**src/rtl/mips_pkg.sv**
```systemverilog
// Shared definitions for the MIPS pipeline control blocks: forwarding select
// encodings, the mult/div tracker state type and the default register address width.
package mips_pkg;

    localparam int DEF_REG_AW = 5;

    localparam logic [1:0] FWD_RF = 2'b00;
    localparam logic [1:0] FWD_ME = 2'b01;
    localparam logic [1:0] FWD_WB = 2'b10;

    typedef enum logic {
        MD_IDLE = 1'b0,
        MD_BUSY = 1'b1
    } md_state_t;

endpackage

```
**src/rtl/dff.sv**
```systemverilog
// Generic W-bit register with synchronous active-high reset to zero.
module dff #(
    parameter int W = 1
) (
    input  logic         clk,
    input  logic         reset,
    input  logic [W-1:0] d,
    output logic [W-1:0] q
);

    always_ff @(posedge clk) begin
        if (reset) q <= '0;
        else       q <= d;
    end

endmodule

```
**src/rtl/sat_counter.sv**
```systemverilog
// Event counter with synchronous reset that sticks at all-ones instead of wrapping.
module sat_counter #(
    parameter int W = 16
) (
    input  logic         clk,
    input  logic         reset,
    input  logic         inc,
    output logic [W-1:0] count
);

    logic [W-1:0] count_q, count_d;

    always_comb begin
        count_d = count_q;
        if (inc && (count_q != {W{1'b1}})) count_d = count_q + W'(1);
    end

    always_ff @(posedge clk) begin
        if (reset) count_q <= '0;
        else       count_q <= count_d;
    end

    assign count = count_q;

endmodule

```
**src/rtl/hazard_ctl.sv**
```systemverilog
// Pipeline hazard unit: EX forwarding selects, load-use and mult/div stalls,
// branch/jump flushes and saturating stall/flush event counters.
module hazard_ctl
    import mips_pkg::*;
#(
    parameter int REG_AW     = DEF_REG_AW,
    parameter int MD_LATENCY = 4,
    parameter int CNT_W      = 16
) (
    input  logic              clk,
    input  logic              reset,
    input  logic [REG_AW-1:0] Rs_ID,
    input  logic [REG_AW-1:0] Rt_ID,
    input  logic              UsesRs_ID,
    input  logic              UsesRt_ID,
    input  logic              MdStart_ID,
    input  logic              MdUse_ID,
    input  logic              Jump_ID,
    input  logic [REG_AW-1:0] Rs_EX,
    input  logic [REG_AW-1:0] Rt_EX,
    input  logic [REG_AW-1:0] WriteReg_EX,
    input  logic [REG_AW-1:0] WriteReg_ME,
    input  logic [REG_AW-1:0] WriteReg_WB,
    input  logic              RegWrite_EX,
    input  logic              RegWrite_ME,
    input  logic              RegWrite_WB,
    input  logic              MemToReg_EX,
    input  logic              BranchTaken_EX,
    output logic [1:0]        FwdA_EX,
    output logic [1:0]        FwdB_EX,
    output logic              Stall_IF,
    output logic              Stall_ID,
    output logic              Flush_ID,
    output logic              Flush_EX,
    output logic              AnyStall,
    output logic              MdBusy,
    output logic [CNT_W-1:0]  StallCnt,
    output logic [CNT_W-1:0]  FlushCnt
);

    localparam int MD_CW = $clog2(MD_LATENCY + 1);

    md_state_t        state_q, state_d;
    logic [0:0]       state_raw_q;
    logic [MD_CW-1:0] md_cnt_q, md_cnt_d;
    logic             load_use, md_stall, redirect, stall, md_accept;

    // Register 0 is hardwired to zero, so a write to it never produces a hazard.
    function automatic logic writes_reg(input logic we,
                                        input logic [REG_AW-1:0] dst,
                                        input logic [REG_AW-1:0] src);
        return we && (dst != '0) && (dst == src);
    endfunction

    always_comb begin
        FwdA_EX = FWD_RF;
        FwdB_EX = FWD_RF;
        if (writes_reg(RegWrite_ME, WriteReg_ME, Rs_EX))      FwdA_EX = FWD_ME;
        else if (writes_reg(RegWrite_WB, WriteReg_WB, Rs_EX)) FwdA_EX = FWD_WB;
        if (writes_reg(RegWrite_ME, WriteReg_ME, Rt_EX))      FwdB_EX = FWD_ME;
        else if (writes_reg(RegWrite_WB, WriteReg_WB, Rt_EX)) FwdB_EX = FWD_WB;
    end

    always_comb begin
        load_use = MemToReg_EX &&
                   ((UsesRs_ID && writes_reg(RegWrite_EX, WriteReg_EX, Rs_ID)) ||
                    (UsesRt_ID && writes_reg(RegWrite_EX, WriteReg_EX, Rt_ID)));
        md_stall  = MdUse_ID && MdBusy;
        redirect  = BranchTaken_EX;
        // A taken branch squashes whatever would have stalled, so it wins.
        stall     = (load_use || md_stall) && !redirect;
        md_accept = MdStart_ID && !stall && !redirect;
    end

    assign Stall_IF = stall;
    assign Stall_ID = stall;
    assign AnyStall = stall;
    assign Flush_EX = redirect || load_use || md_stall;
    assign Flush_ID = redirect || (Jump_ID && !stall);

    always_comb begin
        state_d  = state_q;
        md_cnt_d = md_cnt_q;
        case (state_q)
            MD_IDLE: begin
                if (md_accept) begin
                    state_d  = MD_BUSY;
                    md_cnt_d = MD_CW'(MD_LATENCY);
                end
            end
            MD_BUSY: begin
                md_cnt_d = md_cnt_q - MD_CW'(1);
                if (md_cnt_q == MD_CW'(1)) state_d = MD_IDLE;
            end
            default: state_d = MD_IDLE;
        endcase
    end

    dff #(.W(1)) u_state_dff (
        .clk   (clk),
        .reset (reset),
        .d     (state_d),
        .q     (state_raw_q)
    );
    assign state_q = md_state_t'(state_raw_q);

    always_ff @(posedge clk) begin
        if (reset) md_cnt_q <= '0;
        else       md_cnt_q <= md_cnt_d;
    end

    assign MdBusy = (state_q == MD_BUSY);

    sat_counter #(.W(CNT_W)) u_stall_cnt (
        .clk   (clk),
        .reset (reset),
        .inc   (stall),
        .count (StallCnt)
    );

    sat_counter #(.W(CNT_W)) u_flush_cnt (
        .clk   (clk),
        .reset (reset),
        .inc   (Flush_ID || Flush_EX),
        .count (FlushCnt)
    );

endmodule

```
**config.mk**
```make
export PLATFORM = sky130hd
export DESIGN_NAME = hazard_ctl
export DESIGN_NICKNAME = d
export VERILOG_FILES = /design/src/rtl/mips_pkg.sv /design/src/rtl/dff.sv /design/src/rtl/sat_counter.sv /design/src/rtl/hazard_ctl.sv
export SDC_FILE = /design/constraint.sdc
export NUM_CORES = 1
export LEC_CHECK = 0
export CAP_MARGIN = 15
export CORE_ASPECT_RATIO = 0.9
export CORE_MARGIN = 2
export CORE_UTILIZATION = 48
export CTS_CLUSTER_DIAMETER = 100
export DETAILED_ROUTE_END_ITERATION = 12
export GPL_TIMING_DRIVEN = 0
export HOLD_SLACK_MARGIN = 0.03
export MAX_ROUTING_LAYER = met4
export PLACE_DENSITY = 0.86
export RECOVER_POWER = 50
export SKIP_CTS_REPAIR_TIMING = 1
export SLEW_MARGIN = 20
export SYNTH_ARGS = -nofsm -noshare
export SYNTH_HDL_FRONTEND = slang
export SYNTH_SLANG_ARGS = --single-unit
```
**constraint.sdc**
```tcl
create_clock -name clk -period 3.8 [get_ports clk]
set_input_delay 0.57 -clock clk [delete_from_list [all_inputs] [get_ports clk]]
set_output_delay 0.57 -clock clk [all_outputs]
set_load 0.02 [all_outputs]
```
==> results of run 1 <==
-- final cells by class --
cell class / count / share of cell area (%)
multi-input combinational: 228 / 44.3
buffer: 15 / 2.54
timing repair buffer: 87 / 25.5
clock inverter: 2 / 1.02
tap: 65 / 2.36
clock buffer: 6 / 2.11
sequential: 36 / 20.9
inverter: 11 / 1.20
-- power by group --
part           switching, uW  internal (uW)  total [uW]
clock                    138            195         333
combinational           91.3           99.0         190
sequential              10.0            385         395
total                    239            679         918
-- metrics by stage --
step	cell area, sq um	setup WS [ns]	utilization, %	hold WS (ns)
CTS	3430	0.0215	71.5	0.477
global route	3440	0.0556	71.7	0.497
detailed placement	3330	0.0295	69.2	0.466
global placement	3330	0.0774	69.2	0.458
finish	3440	0.169	71.7	0.474
floorplan	2370	1.04	-	0.444
-- worst max path at each step --
| stage | to | cells past startpoint | slack [ns] |
|---|---|---|---|
| CTS | Stall_ID | 9 | 0.02 |
| detailed placement | Stall_ID | 9 | 0.03 |
| finish | AnyStall | 8 | 0.17 |
| floorplan | FwdA_EX[1] | 4 | 1.04 |
| global route | AnyStall | 8 | 0.06 |
| global placement | Stall_ID | 9 | 0.08 |
-- logic make-up after synthesis --
family	count (synthesis)
AO/OA/AOI/OAI	57
XOR/XNOR	31
adder cells (fa/ha/maj)	4
buffers and inverters	26
flip-flops	36
multiplexers	9
AND/OR/NAND/NOR	127
-- metal layers --
layer | GRT usage [%] | vias to the layer above
met2 | 42.0 | 143
met5 | - | -
met1 | 31.9 | 1215
met4 | 7.80 | 0
met3 | 6.76 | 13
li1 | - | 1262
-- flip-flops by register name, summed over array words and instances (netlist names) --
signal and flops:
md_cnt_q 3, u_flush_cnt.count 16, u_stall_cnt.count 16, u_state_dff.q 1
-- critical path, cell delays in order --
cell and delay [ns]:
clkdlybuf4s50_1 0.47, or3_1 0.40, o311a_1 0.37, a21oi_2 0.19
buf_4 0.20, buf_4 0.20, nor2_1 0.08, clkdlybuf4s50_1 0.56
-- cell usage after synthesis, types with 8 or more instances --
| library cell | instances |
|---|---|
| nand3_1 | 16 |
| xnor2_1 | 16 |
| nand2_1 | 17 |
| nor4_1 | 9 |
| o31ai_1 | 9 |
| nand4_1 | 11 |
| or3_1 | 13 |
| xor2_1 | 15 |
| or4_1 | 13 |
| a21oi_1 | 24 |
| dfxtp_1 | 36 |
| clkbuf_1 | 8 |
| inv_1 | 11 |
| nor2_1 | 19 |
-- cells in the final DEF (no fill, tap or decap), drive strengths merged, types with 2 or more instances in the layout --
| cell type | instances |
|---|---|
| nand4 | 11 |
| nor2 | 19 |
| o31ai | 9 |
| dlymetal6s2s | 3 |
| nand2 | 17 |
| nand3 | 16 |
| and3 | 2 |
| o21ai | 11 |
| dfxtp | 36 |
| nand2b | 4 |
| nor2b | 7 |
| or4 | 13 |
| clkdlybuf4s50 | 51 |
| or4b | 3 |
| ha | 4 |
| and2 | 5 |
| inv | 11 |
| or3 | 13 |
| nor3 | 4 |
| xor2 | 15 |
| dlygate4sd3 | 33 |
| a21oi | 24 |
| buf | 7 |
| nor4 | 9 |
| clkbuf | 14 |
| mux2 | 8 |
| nor4b | 2 |
| o41ai | 2 |
| xnor2 | 16 |
==> out/results.ini, run 1 <==
[clock_network]
tritoncts=yes
numCtsBuffers=5
clock_path_buffers=2
clock_latency_ns=0.29
htree_levels=2
clk_pin_slew_ns=0.07
clock-root-buffer=clkbuf_8
clock-sinks=36

[die]
start_util_pct=49.4
ios=89
rows=24
die_area_sq_um=5520
coreArea_sq_um=4800
die_h_um=70.7
die-width_um=78.1

[yosys]
synth_adder_area_share_pct=2.11
syn_inst=290
yosysWarnings=0
ys_top_cells_by_area=dfxtp_1 30%, xnor2_1 5.9%, xor2_1 5.5%
muxShareOfSynthArea_pct=4.22
synth-xor-area-share_pct=11.4
synth_edf_count=0
async_reset_ff_share_pct=0
netlist.area_leader.share_pct=30.4
yosys.area.top_type=dfxtp_1
ys.flop_type=dfxtp_1
ys_ff_latch=36
ys_seq_area_share_pct=30.4
syn_nets=341
synth_simple_gate_area_share_pct=30.3
synth_compound_area_share_pct=16.3
syn_area_per_cell_sq_um=8.18
ys_types=45
synth_top_family_by_area=simple AND/OR/NAND/NOR gates
synthesis.area_sq_um=2370

[timing]
finalHoldViolCount=0
max_freq_mhz=275
rsz0062_at_grt=no
tns_ns=0
setup_viol=0
finClkSkew_ns=0.00539
worst_pin_slew_ns=0.595
period_needed_ns=3.63
slew_headroom_pct=60.2
fin_crit_sh_pct=95.5
slew_viol_final=0

[grt]
grt_max_degree=12
grt_overflow=0
grt_pass1_wl_um=11500
first_global_vias=2505
gr-usage-all-layers_pct=25.9
antenna_found_initial=0

[placed_design]
place_hpwl_um=5200
place_inst=442
portBuffers=87
place.gp.congestion=0.858

[setup_path]
criticalPathCategory=input pin to output pin
end_kind=output pin
start_kind=input pin
rrSetupSlack_ns=1.39
reg2reg_from=u_flush_cnt.count[0]
crit_required_ns=3.23
cp_max_fo=10
r2r-end=u_flush_cnt.count[1]
worstPathArrival_ns=3.06
crit_path_start=WriteReg_EX[0]
r2r_cells=9

[power]
total_power_uw=918
power_leakage_uw=0.00129
vdd_drop_max_mv=0.169
cellPowerDensity_nw_per_um2=267

[cells_and_area]
drive_gt1_share_pct=5.19
diodes=0
nNetsFinal=435
nFillCells=371
regArea_sq_um=721
multi_input_area_sq_um=1530
final-instance-count-excl-fill=450
syn_to_final_growth_pct=45.1

[drt]
drc=0
route.met2.wl_um=3280
drt_iter0_markers=199
wl_met3_um=572
firstDrtPassIters=5
num_vias=2633
met1_length_um=2930
top_layer=met4
via_per_inst=5.85
wl_um=6880
wl_per_cell_um=15.3
detail-route-antenna-nets=0

[run_status]
status=finished clean

[job]
drv_cap=0

[hold_path]
min_delay_path_depth=2
min_to=md_cnt_q[1]
min_from=md_cnt_q[1]
hp-class=flop to flop

Note: power is estimated with default switching activity, not from simulation.
==> run 2: changes to the inputs <==
--- a/config.mk
+++ b/config.mk
@@ -5,6 +5,7 @@
 export SDC_FILE = /design/constraint.sdc
 export NUM_CORES = 1
 export LEC_CHECK = 0
+export ABC_AREA = 0
 export CAP_MARGIN = 15
 export CORE_ASPECT_RATIO = 0.9
 export CORE_MARGIN = 2
==> results of run 2 <==
No change in the layout: final DEF, timing and power equal those of run 1.
==> run 3: changes to the inputs <==
--- a/config.mk
+++ b/config.mk
@@ -18,7 +18,7 @@
 export PLACE_DENSITY = 0.86
 export RECOVER_POWER = 50
 export SKIP_CTS_REPAIR_TIMING = 1
-export SLEW_MARGIN = 20
+export SLEW_MARGIN = 25
 export SYNTH_ARGS = -nofsm -noshare
 export SYNTH_HDL_FRONTEND = slang
 export SYNTH_SLANG_ARGS = --single-unit
==> constraint.sdc (replaced) <==
create_clock -name clk -period 3.8 [get_ports clk]
set_input_delay 0.57 -clock clk [delete_from_list [all_inputs] [get_ports clk]]
set_output_delay 0.57 -clock clk [all_outputs]
set_load 0.1 [all_outputs]
==> run 3 against run 2 <==
Effect of this change:
- power increased by 8.6%
- design area increased by 0.91%
- flip-flop and latch count unchanged
- sequential power about the same
- final cell count unchanged
- utilization increased by 0.65 points
- clock-buffer cell count decreased by 1
- fmax decreased by 2.0%
- critical path depth decreased by 2
- register-to-register slack got worse by 0.35 ns
- global-route usage decreased by 0.076 points
- critical endpoint is now FwdA_EX[1]
- highest routed layer unchanged
==> out/results.ini, run 3 (synthesized netlist as in run 1, its figures left out) <==
[run_status]
status=finished clean  ; unchanged

[hold_path]
hp-class=flop to flop  ; unchanged
min_delay_path_depth=2  ; unchanged
min_from=md_cnt_q[1]  ; unchanged
min_to=md_cnt_q[1]  ; unchanged

[timing]
setup_viol=0  ; unchanged
slew_headroom_pct=32.6  ; was 60.2%
period_needed_ns=3.71  ; was 3.63 ns
slew_viol_final=0  ; unchanged
rsz0062_at_grt=no  ; unchanged
max_freq_mhz=270  ; was 275 MHz
finClkSkew_ns=0.00678  ; was 0.00539 ns
worst_pin_slew_ns=1.01  ; was 0.595 ns
finalHoldViolCount=0  ; unchanged
fin_crit_sh_pct=97.5  ; was 95.5%

[grt]
grt_overflow=0  ; unchanged
antenna_found_initial=0  ; unchanged
grt_max_degree=14  ; was 12
gr-usage-all-layers_pct=25.9  ; about the same
grt_pass1_wl_um=11300  ; was 11,500 um
first_global_vias=2511  ; was 2,505

[drt]
wl_um=7110  ; was 6880 um
num_vias=2639  ; was 2,633
drt_iter0_markers=130  ; was 199
drc=0  ; unchanged
wl_per_cell_um=15.8  ; was 15.3 um
firstDrtPassIters=4  ; was 5
via_per_inst=5.86  ; was 5.85
detail-route-antenna-nets=0  ; unchanged

[cells_and_area]
regArea_sq_um=721  ; unchanged
post-route-cell-area_sq_um=3470  ; was 3440 sq um
final_common_cell=clkdlybuf4s50_1  ; unchanged
nFillCells=394  ; was 371
final_cell_mix=44 x clkdlybuf4s50_1, 36 x dfxtp_1, 34 x dlygate4sd3_1, 24 x a21oi_1, 18 x nor2_1  ; was 51 x clkdlybuf4s50_1, 36 x dfxtp_1, 33 x dlygate4sd3_1, 23 x a21oi_1, 19 x nor2_1
drive_gt1_share_pct=7.27  ; was 5.19%
nNetsFinal=435  ; unchanged
syn_to_final_growth_pct=46.4  ; was 45.1%
diodes=0  ; unchanged
multi_input_area_sq_um=1580  ; was 1530 sq um

[setup_path]
cp_top_family=buffers and inverters  ; unchanged
slowest_stage=dlymetal6s2s_1  ; was clkdlybuf4s50_1
cp_max_fo=3  ; was 10
crit_required_ns=3.23  ; about the same
start_kind=input pin  ; unchanged
reg2reg_from=u_flush_cnt.count[0]  ; unchanged
end_kind=output pin  ; unchanged
crit_chain=clkdlybuf4s50_1 -> or4_1 -> o21ai_0 -> nor4_4 -> nor4_4 -> dlymetal6s2s_1  ; was clkdlybuf4s50_1 -> or3_1 -> o311a_1 -> a21oi_2 -> buf_4 -> buf_4 -> nor2_1 -> clkdlybuf4s50_1
r2r-end=u_flush_cnt.count[1]  ; unchanged
cpPeakStageDelay_ns=0.77  ; was 0.56 ns
criticalPathCategory=input pin to output pin  ; unchanged
worstPathArrival_ns=3.14  ; was 3.06 ns
rrSetupSlack_ns=1.04  ; was 1.39 ns
cp_common_cell=nor4_4
crit_buf_inv=2  ; was 4
r2r_cells=9  ; unchanged

[die]
die-width_um=78.1  ; unchanged
rows=24  ; unchanged
start_util_pct=49.4  ; unchanged
coreArea_sq_um=4800  ; unchanged
die_area_sq_um=5520  ; unchanged
ios=89  ; unchanged
die_h_um=70.7  ; unchanged

[power]
total_power_uw=997  ; was 918 uW
p_int_uw=679  ; about the same
p_clk_share_pct=35.7  ; was 36.2%
power_leakage_uw=0.00131  ; was 0.00129 uW
cellPowerDensity_nw_per_um2=287  ; was 267 nW/um^2
p_comb_share_pct=24.7  ; was 20.7%
p_seq_share_pct=39.6  ; was 43.1%
vdd_drop_max_mv=0.269  ; was 0.169 mV
p_sw_share_pct=31.9  ; was 26.1%
p_switching_uw=318  ; was 239 uW

[clock_network]
clock-sinks=36  ; unchanged
tritoncts=yes  ; unchanged
numCtsBuffers=5  ; unchanged
clock_latency_ns=0.30  ; was 0.29 ns
htree_levels=2  ; unchanged
clk_pin_slew_ns=0.08  ; was 0.07 ns
clock-root-buffer=clkbuf_8  ; unchanged
clock_path_buffers=2  ; unchanged

[placed_design]
place.gp.congestion=0.928  ; was 0.858
placed_area_sq_um=3390  ; was 3330 sq um
place_hpwl_um=5300  ; was 5200 um
portBuffers=87  ; unchanged

[job]
drv_cap=0  ; unchanged

## run 3: changes by cell type in the layout (fill, tap and decap cells not counted), moves of 4 or more
cell | previous run | this run
nor4_4 | 0 | 4
clkbuf_2 | 0 | 5
clkdlybuf4s50_1 | 51 | 44
nor4_1 | 9 | 5
## run 3: layout make-up
class	instances	share of cell area, %
well taps	65	2.34
clock buffers	5	1.98
repair buffers	87	24.6
inverters	11	1.19
plain buffers	15	2.23
clock inverters	3	1.33
flip-flops and latches	36	20.7
multi-input cells	228	45.6
## run 3: how the worst max path moves through the flow
stage	slack, ns	end	depth (start not counted)	startpoint
2_1_floorplan	0.34	Stall_ID	6	u_state_dff.q
3_3_place_gp	-0.49	Flush_ID	8	WriteReg_EX[0]
3_5_place_dp	-0.52	Flush_ID	8	WriteReg_EX[0]
4_1_cts	-0.53	Flush_ID	8	WriteReg_EX[0]
5_1_grt	0.008	FwdA_EX[1]	6	WriteReg_ME[1]
6_report	0.09	FwdA_EX[1]	6	WriteReg_ME[1]
## run 3: per-layer routing
layer | part of all wire, % | GRT usage (%)
met1 | 42 | 32.2
met2 | 47 | 42.0
met3 | 9.3 | 4.21
met4 | 1.4 | 10.7
met5 | 0 | -
## run 3: worst reg2reg max path, delay by kind of cell, from the launching register on
family / cells / cell delay [ns]
buffers and inverters: 2 / 0.62
muxes: 1 / 0.20
and+or+nand+nor: 3 / 0.61
AOI/OAI and AO/OA: 2 / 0.48
DFF: 1 / 0.43
adders and majority gates: 1 / 0.28
## run 3: metrics by stage
stage / hold slack (ns) / setup TNS (ns) / setup slack [ns] / instances / util (%)
after floorplan: 0.444 / 0 / 0.345 / 290 / -
after global placement: 0.455 / -2.34 / -0.492 / 442 / 70.5
after detailed placement: 0.457 / -2.62 / -0.524 / 442 / 70.5
after CTS: 0.468 / -2.62 / -0.527 / 450 / 72.9
after global routing: 0.493 / 0 / 0.00816 / 450 / 72.3
final: 0.467 / 0 / 0.0933 / 450 / 72.3
## run 3: power by group through the flow
stage | clock network [uW] | logic [uW] | registers, uW
final | 356 | 246 | 395
after global routing | 369 | 260 | 397
after CTS | 355 | 254 | 396
after detailed placement | 0 | 252 | 404
after global placement | 0 | 247 | 404
after floorplan | 0 | 118 | 440
